--- config.mk ---
export PLATFORM = sky130hd
export DESIGN_NAME = tiny16_dma
export DESIGN_NICKNAME = d
export VERILOG_FILES = /design/src/rtl/tiny16_pkg.sv /design/src/rtl/tiny16_bus_timer.sv /design/src/rtl/tiny16_dma.sv
export SDC_FILE = /design/constraint.sdc
export NUM_CORES = 1
export LEC_CHECK = 0
export BUFFER_PORTS_ARGS = -buffer_cell sky130_fd_sc_hd__buf_4
export CORE_ASPECT_RATIO = 0.75
export CORE_MARGIN = 2
export CORE_UTILIZATION = 50
export DETAILED_ROUTE_END_ITERATION = 8
export PLACE_DENSITY = 0.82
export SYNTH_ARGS = -nofsm -noshare
export SYNTH_HDL_FRONTEND = slang
export SYNTH_SLANG_ARGS = --single-unit
export TNS_END_PERCENT = 10
--- constraint.sdc ---
create_clock -name clk -period 2.83 [get_ports clk]
set_clock_uncertainty 0.05 [all_clocks]
set_input_delay 0.849 -clock clk [delete_from_list [all_inputs] [get_ports clk]]
set_output_delay 0.849 -clock clk [all_outputs]
set_load 0.05 [all_outputs]
--- src/rtl/tiny16_pkg.sv ---
// rtl/tiny16_pkg.sv - shared state encoding and bus widths for tiny16_dma
package tiny16_pkg;
    localparam int ADDR_W = 16;
    localparam int DATA_W = 16;

    typedef enum logic [2:0] {
        IDLE,
        READ,
        RGAP,
        WRITE,
        WGAP,
        ERROR
    } state_t;
endpackage

--- src/rtl/tiny16_bus_timer.sv ---
// rtl/tiny16_bus_timer.sv - per-request bus timeout; expires after 2**TIMEOUT_BITS-1 waiting cycles
module tiny16_bus_timer #(
    parameter int TIMEOUT_BITS = 8
) (
    input  logic clk,
    input  logic nreset,
    input  logic run,
    output logic expire
);
    localparam logic [TIMEOUT_BITS-1:0] EXPIRE_AT = {TIMEOUT_BITS{1'b1}} - TIMEOUT_BITS'(1);

    logic [TIMEOUT_BITS-1:0] count;

    // Held at zero whenever no request is waiting, so every READ/WRITE starts from zero.
    always_ff @(posedge clk) begin
        if (!nreset) begin
            count <= '0;
        end else if (run) begin
            count <= count + 1'b1;
        end else begin
            count <= '0;
        end
    end

    assign expire = run && (count == EXPIRE_AT);
endmodule

--- src/rtl/tiny16_dma.sv ---
// rtl/tiny16_dma.sv - single-channel word copy DMA; TINY16_DMA_FILL_EN adds constant-fill mode
module tiny16_dma
    import tiny16_pkg::*;
#(
    parameter int LEN_BITS     = 16,
    parameter int TIMEOUT_BITS = 8
) (
    input  logic                clk,
    input  logic                nreset,
    input  logic                start,
    input  logic [ADDR_W-1:0]   src,
    input  logic [ADDR_W-1:0]   dst,
    input  logic [LEN_BITS-1:0] len,
    output logic                busy,
    output logic                error,
    output logic                interrupt,
    input  logic                in_interrupt,
    output logic [ADDR_W-1:0]   address,
    output logic [DATA_W-1:0]   data_out,
    input  logic [DATA_W-1:0]   data_in,
    output logic                nwr,
    output logic                mem_valid,
    input  logic                mem_ready
);
    state_t              state, state_d;
    logic [ADDR_W-1:0]   src_q, dst_q;
    logic [LEN_BITS-1:0] rem_q;
    logic [DATA_W-1:0]   word_q;
    logic                irq_set;
    logic                expire;
    logic                accept;
    logic                fill_start;
    logic                fill_q;

    assign accept = (state == IDLE) && start;

`ifdef TINY16_DMA_FILL_EN
    assign fill_start = src[15];

    always_ff @(posedge clk) begin
        if (!nreset) begin
            fill_q <= 1'b0;
        end else if (accept) begin
            fill_q <= src[15];
        end
    end
`else
    assign fill_start = 1'b0;
    assign fill_q     = 1'b0;
`endif

    tiny16_bus_timer #(.TIMEOUT_BITS(TIMEOUT_BITS)) u_timer (
        .clk    (clk),
        .nreset (nreset),
        .run    (mem_valid && !mem_ready),
        .expire (expire)
    );

    always_comb begin
        state_d = state;
        irq_set = 1'b0;
        case (state)
            IDLE: begin
                if (start) begin
                    if (len == '0) begin
                        irq_set = 1'b1;
                    end else begin
                        state_d = fill_start ? WRITE : READ;
                    end
                end
            end
            READ: begin
                if (mem_ready) begin
                    state_d = RGAP;
                end else if (expire) begin
                    state_d = ERROR;
                    irq_set = 1'b1;
                end
            end
            RGAP: state_d = WRITE;
            WRITE: begin
                if (mem_ready) begin
                    state_d = WGAP;
                end else if (expire) begin
                    state_d = ERROR;
                    irq_set = 1'b1;
                end
            end
            WGAP: begin
                if (rem_q == LEN_BITS'(1)) begin
                    state_d = IDLE;
                    irq_set = 1'b1;
                end else begin
                    state_d = fill_q ? WRITE : READ;
                end
            end
            ERROR: state_d = IDLE;
            default: state_d = IDLE;
        endcase
    end

    always_ff @(posedge clk) begin
        if (!nreset) begin
            state     <= IDLE;
            src_q     <= '0;
            dst_q     <= '0;
            rem_q     <= '0;
            word_q    <= '0;
            error     <= 1'b0;
            interrupt <= 1'b0;
        end else begin
            state <= state_d;
            if (accept) begin
                src_q <= src;
                dst_q <= dst;
                rem_q <= len;
                error <= 1'b0;
                // In fill mode the word buffer holds the constant for every write.
                if (fill_start) begin
                    word_q <= {1'b0, src[14:0]};
                end
            end
            if ((state == READ) && mem_ready) begin
                word_q <= data_in;
            end
            if (state == WGAP) begin
                if (!fill_q) begin
                    src_q <= src_q + 16'd1;
                end
                dst_q <= dst_q + 16'd1;
                rem_q <= rem_q - LEN_BITS'(1);
            end
            if (state_d == ERROR) begin
                error <= 1'b1;
            end
            if (irq_set) begin
                interrupt <= 1'b1;
            end else if (in_interrupt) begin
                interrupt <= 1'b0;
            end
        end
    end

    assign mem_valid = (state == READ) || (state == WRITE);
    assign nwr       = (state != WRITE);
    assign busy      = (state == READ) || (state == RGAP) || (state == WRITE) || (state == WGAP);
    assign address   = (state == READ) ? src_q : ((state == WRITE) ? dst_q : '0);
    assign data_out  = (state == WRITE) ? word_q : '0;
endmodule

# Word-level counts from Yosys, hierarchy flattened
# Index checks and enable logic that the tools add are counted.
# op_classes
muxes	26
reduce_logical	16
eq_ne	8
n_addsub	4
# ops
operator	count
two-way mux 16 bit	9
adder 16 x 1 -> 16 bit (second input constant)	2
equality test 16 x 1 -> 1 bit (second input constant)	1
zero test 16 bit	1
subtractor 16 x 1 -> 16 bit (second input constant)	1
two-way mux 3 bit	5
case mux 3 bit (5 select lines)	1
two-way mux 1 bit	10
adder 8 x 1 -> 8 bit (second input constant)	1
equality test 8 bit (second input constant)	1
equality test 3 x 2 -> 1 bit (second input constant)	2
equality test 3 bit (second input constant)	2
nonzero test 2 bit	3
logical AND 1 bit	4
logical OR 1 bit	4
equality test 3 x 1 -> 1 bit (second input constant)	1
zero test 3 bit	1
inequality test 3 x 2 -> 1 bit (second input constant)	1
case mux 1 bit (3 select lines)	1
AND reduction 2 bit	1
OR reduction 2 bit	1
zero test 1 bit	1
# totals
ff_bits	77
output_inout_bits	37
inputBits	69
wordCells	62

# Longest topological paths before layout
# depth
ltp_word	9
mapped_depth	9
depth_no_buf	7

# Cells and area by module
# Synthesis repeated with hierarchy kept, for this count alone.
# hier_totals
hier_cells	570
hier_area_um2	4375.4
# modules_own_cells
mod	area_per_inst_um2	seq_area_each_um2	cells_per_inst	instances
tiny16_dma	4050.1	1381.3	533	1
tiny16_bus_timer	325.3	160.2	37	1

# Worst setup path before layout
# OpenSTA, ideal clock, no wires.
# synth_path
kind	register -> output
startpoint	register state[1]
endpoint	output address[10]
setup_slack_ns	-0.235
arrival_time_ns	2.166
path_stages_with_launch	6
path_buffers	3
required_time_ns	1.931
cell_sequence	dfxtp_1 > clkbuf_1 > clkbuf_1 > clkbuf_1 > mux2i_1 > nor2_1
# synth_between
elab_chain_len	3
word_cells_on_any_way	4
cone_classes	2 x eq/ne; 2 x mux
# synth_rtl
item	line	rtl
start: declaration	tiny16_dma.sv:25	state_t state, state_d;
start signal: assignment	tiny16_dma.sv:112	state <= state_d;
equality test 3 x 2 -> 1 bit	tiny16_dma.sv:147	assign address = (state == READ) ? src_q : ((state == WRITE) ? dst_q : '0);
two-way mux 16 bit	tiny16_dma.sv:147	
two-way mux 16 bit *	tiny16_dma.sv:147	
end: declaration	tiny16_dma.sv:18	output logic [ADDR_W-1:0] address,
# Every way passes the cells marked *; elsewhere a longest branch is shown, timed or not.

# Worst setup path after layout
# Ends and elaborated chain as after synthesis.

==> summary.json <==
{
  "initial_core_util": {"value": 51.71, "unit": "%"},
  "detailedPlace.worstSlack": {"value": 0.3507, "unit": "ns"},
  "final.setup.worst_slack": {"value": 0.1977, "unit": "ns"},
  "synth_nets": {"value": 615},
  "timing.critical_path.from_type": {"value": "register"},
  "cts-buffers-inserted": {"value": 9},
  "final-seq-area": {"value": 0.001546, "unit": "mm2"},
  "drive_gt1_share": {"value": 24.49, "unit": "%"},
  "die_outline_area": {"value": 0.008935, "unit": "mm2"},
  "pin_count_of_the_biggest_net_entering_global_routing": {"value": 43},
  "timing.hold.worst.class": {"value": "register to register"},
  "maxClockFrequency": {"value": 0.3799, "unit": "GHz"},
  "detail_route.wirelength": {"value": 12050, "unit": "um"},
  "drt-pass1-iter-count": {"value": 6},
  "timing.rr.end": {"value": "dst_q[10]"},
  "yosysWarnings": {"value": 0},
  "fin_cells": {"value": 742},
  "critPathArrivalTime": {"value": 1.73, "unit": "ns"},
  "total_power": {"value": 2.915, "unit": "mW"},
  "hold_viol": {"value": 0},
  "worstSetupEndpointType": {"value": "primary output"},
  "path_max_fanout": {"value": 25},
  "critical_path.max_stage_delay": {"value": 0.52, "unit": "ns"},
  "first_global_vias": {"value": 4026},
  "synth_async_sr_flop_share": {"value": 0, "unit": "%"},
  "path_cells": {"value": "buf_4 > mux2i_1 > nor2_2 > buf_4"},
  "clk_pin_slew_worst_paths": {"value": 0.08, "unit": "ns"},
  "fillerInstances": {"value": 691},
  "drt_drc_violations_left": {"value": 0},
  "critPathSlowestCell": {"value": "dfxtp_4"},
  "postSynthRegisterBits": {"value": 77},
  "globalRouteTotalUtil": {"value": 27.07, "unit": "%"},
  "slew_violations": {"value": 0},
  "min_period_over_period": {"value": 93.01, "unit": "%"},
  "critical_path.most_common_cell": {"value": "buf_4"},
  "clk_root_buffer_cell": {"value": "clkbuf_8"},
  "dp_hpwl": {"value": 8496, "unit": "um"},
  "drtIter0Drc": {"value": 336},
  "setup_viol": {"value": 0},
  "peakVddDrop": {"value": 0.3556, "unit": "mV"},
  "path_class": {"value": "register to primary output"},
  "fin_util": {"value": 66.59, "unit": "%"},
  "io_pins": {"value": 106},
  "critical_path.reg2reg.startpoint": {"value": "state[1]"},
  "place_congestion": {"value": 0.8997},
  "cts_tree": {"value": "built"},
  "routed_len_inst": {"value": 16.24, "unit": "um"},
  "routed-via-count": {"value": 4489},
  "min_delay_worst_endpoint": {"value": "word_q[13]"},
  "cts.sink_count": {"value": 77},
  "placed_area": {"value": 0.005010, "unit": "mm2"},
  "chipWidth": {"value": 108.5, "unit": "um"},
  "final_nets": {"value": 707},
  "global_route_wire_length_before_repair": {"value": 19090, "unit": "um"},
  "multi_input_area": {"value": 0.002409, "unit": "mm2"},
  "grt.overflow.total": {"value": 0},
  "headroom_to_the_max_slew_limit": {"value": 49.64, "unit": "%"},
  "worst_path_required_time": {"value": 1.93, "unit": "ns"},
  "hold_path_depth": {"value": 2},
  "ctsResizeCount": {"value": 0},
  "layout_area_growth_over_synthesis": {"value": 28.79, "unit": "%"},
  "reg2regPathDepth": {"value": 5},
  "final_area": {"value": 0.005273, "unit": "mm2"},
  "final.min_clock_period": {"value": 2.632, "unit": "ns"},
  "cellLeakagePower": {"value": 2.095, "unit": "nW"},
  "die_h": {"value": 82.37, "unit": "um"},
  "timing.max_cap.violations": {"value": 0},
  "routed_via_density": {"value": 6.050},
  "run_status": {"value": "complete, no violations"},
  "post_cts_buffers": {"value": 0},
  "regToRegSetupSlack": {"value": 0.38, "unit": "ns"},
  "pwr_density": {"value": 552.8, "unit": "mW/mm2"},
  "clock_path_buffers": {"value": 2},
  "yosysUniqueCellTypes": {"value": 48},
  "placed_cells_incl_taps": {"value": 726},
  "postSynth.topFlopCell": {"value": "dfxtp_1"},
  "worst_pin_slew": {"value": 0.7546, "unit": "ns"},
  "synth_enable_flop_cells": {"value": 0},
  "seq_area_frac_synth": {"value": 37.65, "unit": "%"},
  "placementRows": {"value": 28},
  "syn-mean-instance-area": {"value": 7.581, "unit": "um2"},
  "netlist_area": {"value": 0.004094, "unit": "mm2"},
  "numPortBuffers": {"value": 105},
  "number_of_diodes": {"value": 0},
  "placeable_core_region": {"value": 0.007918, "unit": "mm2"},
  "antenna_violating_nets_post_route": {"value": 0},
  "syn_inst": {"value": 540},
  "cts_hold_buffers": {"value": 0},
  "antenna_found_initial": {"value": 0},
  "clock_tree.htree_level_count": {"value": 3},
  "hold_start": {"value": "word_q[13]"},
  "grt_setup_unrepaired": {"value": "false"},
  "clk_latency": {"value": 0.34, "unit": "ns"}
}
worst max-delay path by stage:
| stage | startpoint | to | depth (start not counted) |
|---|---|---|---|
| after global routing | state[2] | data_out[7] | 4 |
| after floorplan | state[1] | address[10] | 5 |
| final | state[1] | address[10] | 4 |
| after global placement | start | dst_q[4] | 6 |
| after detailed placement | start | dst_q[4] | 6 |
| after CTS | state[1] | address[6] | 4 |
report_power, final:
part / leakage [nW] / internal (mW) / total [mW] / switching, mW
Sequential: 0.631 / 1.16 / 1.27 / 0.104
Combinational: 1.34 / 0.239 / 0.584 / 0.345
Clock: 0.125 / 0.677 / 1.07 / 0.388
cell type report:
class / count / share of cell area, %
timing repair buffer: 119 / 16.94
tap: 105 / 2.492
clock inverter: 4 / 2.278
multi-input combinational: 416 / 45.68
clock buffer: 12 / 2.563
sequential: 77 / 29.33
inverter: 9 / 0.7119
per-layer routing:
layer / vias to the layer above / global-route usage (%) / share of wire [%]
met1: 2112 / 36.50 / 43
met4: 0 / 8.077 / 1.7
met5: - / 0 / 0
li1: 2162 / - / -
met3: 27 / 4.788 / 7.6
met2: 188 / 44.69 / 48
cells in the final DEF, fill, tap and decap left out, types with 2 or more instances in the layout:
master and n:
a2111oi_0 3, a211oi_1 3, a21oi_1 50, a221oi_1 8, a222oi_1 2, a22o_1 2, a22oi_1 5, a311oi_1 5
a31oi_1 10, a32oi_1 2, a41oi_1 2, and3_1 23, and4_1 3, buf_4 119, bufinv_16 4, clkbuf_1 3
clkbuf_8 9, dfxtp_1 75, ha_1 6, inv_1 8, mux2_2 4, mux2i_1 16, nand2_1 76, nand3_1 19
nand4_1 12, nor2_1 59, nor2_2 10, nor3_1 16, nor4_1 11, o211ai_1 5, o21a_1 4, o21ai_0 24
o311ai_0 2, or3_1 10, or4b_2 2, xnor2_1 2, xor2_1 6
worst max-delay path: cells and delay by family, from the launching register on:
| kind | cells | cell delay (ns) |
|---|---|---|
| and+or+nand+nor | 1 | 0.04 |
| muxes | 1 | 0.29 |
| DFF | 1 | 0.52 |
| buffers and inverters | 2 | 0.54 |
synthesized netlist by cell type (2+ instances only):
cell	count	area share, %
a21oi_1	50	6.1
nand4_1	12	1.8
nor4b_1	2	0.43
buf_1	2	0.18
ha_1	6	1.8
o211ai_1	5	0.92
inv_1	9	0.83
a41oi_1	2	0.43
nor3_1	17	2.1
or4b_2	2	0.49
a32oi_1	2	0.43
mux2_2	4	1.1
nand3_1	19	2.3
buf_2	2	0.24
xnor2_1	2	0.43
o21a_1	4	0.73
a31oi_1	10	1.5
mux2i_1	16	3.9
nor4_1	11	1.7
nor2_1	69	6.3
xor2_1	6	1.3
a221oi_1	8	1.7
dfxtp_1	77	38
clkbuf_1	33	3.0
a311oi_1	5	1.1
a22oi_1	5	0.92
and4_1	3	0.64
a22o_1	2	0.43
or3_1	10	1.5
a222oi_1	2	0.49
and3_1	23	3.5
a211oi_1	3	0.55
o311ai_0	2	0.43
a2111oi_0	3	0.64
nand2_1	76	7.0
o21ai_0	24	2.9
logic make-up (layout without fill, tap and decap cells):
kind of cell,Yosys count,count (layout),synth area share [%]
AND/OR/NAND/NOR,250,250,29.10
AO/OA/AOI/OAI,132,132,20.29
flip-flops,77,77,37.65
buffers and inverters,47,144,4.401
multiplexers,20,20,5.012
XOR/XNOR,8,8,1.712
adder cells (fa/ha/maj),6,6,1.834
metrics by stage:
| step | hold slack [ns] | setup TNS [ns] |
|---|---|---|
| floorplan | 0.3819 | -0.3200 |
| global placement | 0.3881 | 0 |
| detailed placement | 0.3922 | 0 |
| CTS | 0.4021 | 0 |
| global route | 0.4258 | 0 |
| finish | 0.4016 | 0 |
flip-flops by register name (all words and copies together) (netlist names):
signal	cells
dst_q	16
rem_q	16
src_q	16
word_q	16
u_timer.count	8
state	3
error	1
interrupt	1
(Power assumes the default switching activity.)
